--- config.mk ---
export PLATFORM = sky130hd
export DESIGN_NAME = fifo_wr_arbiter
export DESIGN_NICKNAME = d
export VERILOG_FILES = /design/src/rtl/fifo_wr_arbiter.sv
export SDC_FILE = /design/constraint.sdc
export NUM_CORES = 1
export LEC_CHECK = 0
export BUFFER_PORTS_ARGS = -buffer_cell sky130_fd_sc_hd__buf_2
export CORE_MARGIN = 2
export CORE_UTILIZATION = 45
export CTS_CLUSTER_DIAMETER = 100
export CTS_CLUSTER_SIZE = 20
export DETAILED_ROUTE_END_ITERATION = 8
export HOLD_SLACK_MARGIN = 0.03
export PLACE_DENSITY = 0.75
export SYNTH_ARGS = -nofsm -noshare
export SYNTH_HDL_FRONTEND = slang
export SYNTH_SLANG_ARGS = --single-unit
--- constraint.sdc ---
create_clock -name clk -period 5 [get_ports clk]
set_input_delay 0.25 -clock clk [delete_from_list [all_inputs] [get_ports clk]]
set_output_delay 0.25 -clock clk [all_outputs]
set_load 0.01 [all_outputs]
--- src/rtl/fifo_wr_arbiter.sv ---
// Round-robin write-port arbiter for an asyn_fifo.
// Shares one FIFO write port among NUM_REQ requesters that all run in the
// FIFO write-clock domain. A grant lasts up to MAX_BURST accepted words, or
// until the owner drops its request. The next owner is then chosen in the
// same cycle, so back-to-back bursts have no idle cycle between them.
`timescale 1ns/1ps
module fifo_wr_arbiter #(
   parameter int NUM_REQ   = 4,
   parameter int WIDTH     = 8,
   parameter int MAX_BURST = 4
) (
   input  logic                     clk,
   input  logic                     rstn,
   input  logic [NUM_REQ-1:0]       req,
   input  logic [NUM_REQ*WIDTH-1:0] req_data,
   output logic [NUM_REQ-1:0]       ack,
   output logic [NUM_REQ-1:0]       gnt,
   input  logic                     wfull,
   output logic                     winc,
   output logic [WIDTH-1:0]         wdata,
   output logic                     busy
);

   localparam int PTR_W = $clog2(NUM_REQ);
   localparam int CNT_W = $clog2(MAX_BURST + 1);
   localparam logic [PTR_W-1:0] LAST_PTR = PTR_W'(NUM_REQ - 1);
   localparam logic [CNT_W-1:0] LAST_CNT = CNT_W'(MAX_BURST - 1);

   typedef enum logic [0:0] {IDLE = 1'b0, BURST = 1'b1} state_t;

   state_t             state;
   logic [PTR_W-1:0]   rr_ptr;
   logic [CNT_W-1:0]   burst_cnt;

   logic [PTR_W-1:0]   owner;
   logic [PTR_W-1:0]   next_ptr;
   logic               owner_req;
   logic               burst_end;
   logic [NUM_REQ-1:0] rearb;

   // First set bit of r, searching circularly upward from start; one-hot or zero.
   function automatic logic [NUM_REQ-1:0] rr_pick(input logic [NUM_REQ-1:0] r,
                                                  input logic [PTR_W-1:0]   start);
      logic [NUM_REQ-1:0] pick;
      logic               found;
      logic [PTR_W-1:0]   idx;
      pick  = '0;
      found = 1'b0;
      idx   = start;
      for (int k = 0; k < NUM_REQ; k++) begin
         if (!found && r[idx]) begin
            pick[idx] = 1'b1;
            found     = 1'b1;
         end
         idx = (idx == LAST_PTR) ? '0 : idx + 1'b1;
      end
      return pick;
   endfunction

   // Decode the current owner and route its data; wdata is zero with no grant.
   always_comb begin
      owner = '0;
      wdata = '0;
      for (int i = 0; i < NUM_REQ; i++) begin
         if (gnt[i]) begin
            owner = PTR_W'(i);
            wdata = wdata | req_data[i*WIDTH +: WIDTH];
         end
      end
   end

   // Write handshake, burst termination and same-cycle re-arbitration.
   always_comb begin
      owner_req = |(req & gnt);
      busy      = (state == BURST);
      winc      = busy & owner_req & ~wfull;
      ack       = winc ? gnt : '0;
      burst_end = busy & ((winc & (burst_cnt == LAST_CNT)) | ~owner_req);
      next_ptr  = (owner == LAST_PTR) ? '0 : owner + 1'b1;
      rearb     = rr_pick(req, next_ptr);
   end

   // Grant state machine: IDLE arbitrates, BURST counts writes and hands over.
   always_ff @(posedge clk or negedge rstn) begin
      if (!rstn) begin
         state     <= IDLE;
         gnt       <= '0;
         rr_ptr    <= '0;
         burst_cnt <= '0;
      end else begin
         case (state)
            IDLE: begin
               if (|req) begin
                  gnt       <= rr_pick(req, rr_ptr);
                  burst_cnt <= '0;
                  state     <= BURST;
               end
            end
            BURST: begin
               if (burst_end) begin
                  rr_ptr    <= next_ptr;
                  burst_cnt <= '0;
                  if (|rearb) begin
                     gnt <= rearb;
                  end else begin
                     gnt   <= '0;
                     state <= IDLE;
                  end
               end else if (winc) begin
                  burst_cnt <= burst_cnt + 1'b1;
               end
            end
            default: begin
               state <= IDLE;
               gnt   <= '0;
            end
         endcase
      end
   end

endmodule

==> metrics.cfg <==
[yosys]
syn_inst = 181
async_reset_ff_share_pct = 100
synth-edff-count = 0
synth_flop_cell = dfrtp_1
ys_ff_latch = 10
yosys_warnings = 0
synth_seq_area_share_pct = 17.6
syn_avg_cell_area_um2 = 7.87
syn-num-nets = 235
syn_area_um2 = 1430
ys_types = 41

[floorplan]
placement_rows = 20
dieArea_um2 = 3630
io_pins = 57
die_y_um = 60.3
initial_core_util_pct = 47.1
die_width_um = 60.3
core_um2 = 3030

[critical_path]
worstSetupPathType = reg -> reg
cp-startpoint = gnt[2]
critPathLaunchType = flip-flop
critPathMostFrequentCell = nand2_1
reg2reg_from = gnt[2]
crit_fanout = 19
cp-end-kind = flip-flop
cp_slowest_cell = dfrtp_1
worstPathCellList = nand2b_1 > nand2_1 > ha_1 > nor2_1 > nand2_1 > mux4_2 > a211oi_1 > a221o_1 > a21oi_1 > a311oi_1
critPathBufInv = 0
cp.required_ns = 5.17
critical-path-max-stage-delay_ns = 0.65
crit_family = simple AND/OR/NAND/NOR gates
arrival_ns = 3.62

[clock_network]
worstSkewPairLatency_ns = 0.27
numCtsBuffers = 3
clock_path_buffers = 2
cts_root_buf = clkbuf_4
h-tree-depth = 1
cts_resized = 0
clock-sinks = 10
postCtsSetupRepairBufs = 0
clkTransAtPathRegs_ns = 0.07
cts_tree = done

[final_layout]
diodes = 0
fin_cells = 273
postLayoutCellArea_um2 = 1750
multiInputGateArea_um2 = 1090
fin_nets = 284
fillers = 294
fin_util_pct = 57.9
drive_gt1_share_pct = 31.4
regArea_um2 = 250
syn_to_final_growth_pct = 23.1

[global_routing]
grt_pass1_wl_um = 5940
grt_use_total_pct = 21.7
antenna_found_initial = 0
grt_remaining_overflow = 0
grt_pass1_vias = 1345
grt_max_degree = 20

[detailed_routing]
wl_per_cell_um = 14.6
wl_met1_um = 1710
met3WireLength_um = 322
vias_per_cell = 5.79
via_count = 1581
route.detailed.drc = 0
drt_iter0_drc = 68
ant_nets = 0
wl_um = 3990
dr.pass1.iters = 5
top_layer = met3
wl_met2_um = 1960

[sta]
setup_viol = 0
maxSlewViolCount = 0
finalCritPeriodShare_pct = 69.2
min_period_ns = 3.46
clock_skew_ns = 0.00164
finalSetupTns_ns = 0
rsz0062_at_grt = no
max_freq_mhz = 289
tightest_slew_ns = 0.512
hold_viol = 0
max-slew-margin-rel_pct = 65.9

[placement]
placed_cells = 268
numPortBuffers = 56
globalplace.congestion = 0.911
hpwl_um = 3090
dpl_cell_area_um2 = 1710

[hold_path]
hp-start = wfull
hold_path.class = in -> reg

[job]
cap_violations = 0

[power_and_ir_drop]
peakVddDrop_uv = 312
p_total_mw = 1.13
power_leakage_nw = 0.844
p_per_area_nw_per_um2 = 642

[run_status]
outcome = complete, no violations

[layout make-up]
class                           instances  area share [%]
Inverter                                9            1.93
Tap cell                               44            3.14
Timing Repair Buffer                   57            16.5
Multi-Input combinational cell        149            62.1
Sequential cell                        10            14.3
Clock buffer                            4            2.07
[worst register-to-register path, delay by kind of cell (launching register included)]
kind            cells  cell delay [ns]
mux                 1             0.33
fa+ha+maj           1             0.34
compound gates      4             1.02
flops               1             0.65
simple gates        4             1.02
[path summary, 6_finish.rpt]
kind	slack, ns	cells after the start	endpoint
worst max register to register	1.54	10	gnt[2]
worst max-delay path	1.54	10	gnt[2]
max in group asynchronous	4.42	2	rr_ptr[0]
worst min register to register	0.50	2	burst_cnt[2]
worst min-delay path	0.32	4	burst_cnt[0]
min in group asynchronous	0.38	2	burst_cnt[0]
[synth_stat cells (all sizes together), types with 2 or more instances]
| cell | instances | share of area (%) |
|---|---|---|
| nand2b | 4 | 1.8 |
| nor2b | 4 | 1.8 |
| o21ai | 6 | 2.1 |
| buf | 3 | 0.97 |
| mux2 | 2 | 1.6 |
| ha | 15 | 13 |
| inv | 9 | 2.4 |
| a221oi | 4 | 2.5 |
| o22ai | 3 | 1.3 |
| nand3 | 2 | 0.70 |
| a221o | 5 | 3.5 |
| nor4b | 3 | 1.8 |
| a22oi | 25 | 13 |
| and2 | 4 | 1.8 |
| nand2 | 26 | 6.8 |
| a31oi | 2 | 0.88 |
| or2 | 2 | 0.88 |
| a21oi | 5 | 1.8 |
| clkbuf | 10 | 2.7 |
| nor2 | 12 | 3.2 |
| mux4 | 4 | 6.3 |
| a22o | 2 | 1.2 |
| nor3 | 5 | 1.8 |
| dfrtp | 10 | 18 |
[where the power goes]
group / switching (mW) / total (mW) / internal [mW]
Clock: 0.0308 / 0.0750 / 0.0443
Sequential: 0.0933 / 0.210 / 0.116
Combinational: 0.454 / 0.841 / 0.387
[repair_timing]
| action | 4_1_cts | 5_1_grt |
|---|---|---|
| endpoints found under the setup margin | 0 | 0 |
| endpoints found under the hold margin | 10 | 0 |
| hold buffers | 1 | 0 |
[kinds of logic after synthesis]
logic type | share of synthesized area (%)
multiplexers | 8.60
AND/OR/NAND/NOR | 25.5
adder cells (fa/ha/maj) | 13.2
flip-flops | 17.6
AO/OA/AOI/OAI | 29.1
buffers and inverters | 6.06
[registers in the layout, summed over array words and instances, names as in the netlist]
name       cells
rr_ptr         2
gnt            4
burst_cnt      3
busy           1
[stage by stage]
step	setup WS (ns)	hold slack [ns]
after floorplan	2.02	-0.0456
after global placement	1.77	0.124
after detailed placement	1.60	0.130
after CTS	1.59	0.315
after global routing	1.33	0.359
final	1.54	0.320
[layer usage]
metal / vias to the layer above / GRT usage [%]
li1: 779 / -
met1: 734 / 27.4
met2: 68 / 37.4
met4: 0 / 4.76
met5: - / 0
met3: 0 / 4.98
[placed cells by master, fill, tap and decap left out, drive strengths merged, types with 5 or more instances in the layout]
| master | count |
|---|---|
| nor2 | 12 |
| a22oi | 25 |
| o21ai | 6 |
| inv | 9 |
| dfrtp | 10 |
| ha | 15 |
| buf | 56 |
| nand2 | 26 |
| a21oi | 5 |
| a221o | 5 |
| nor3 | 5 |
Power figures use the tool's default switching activity.
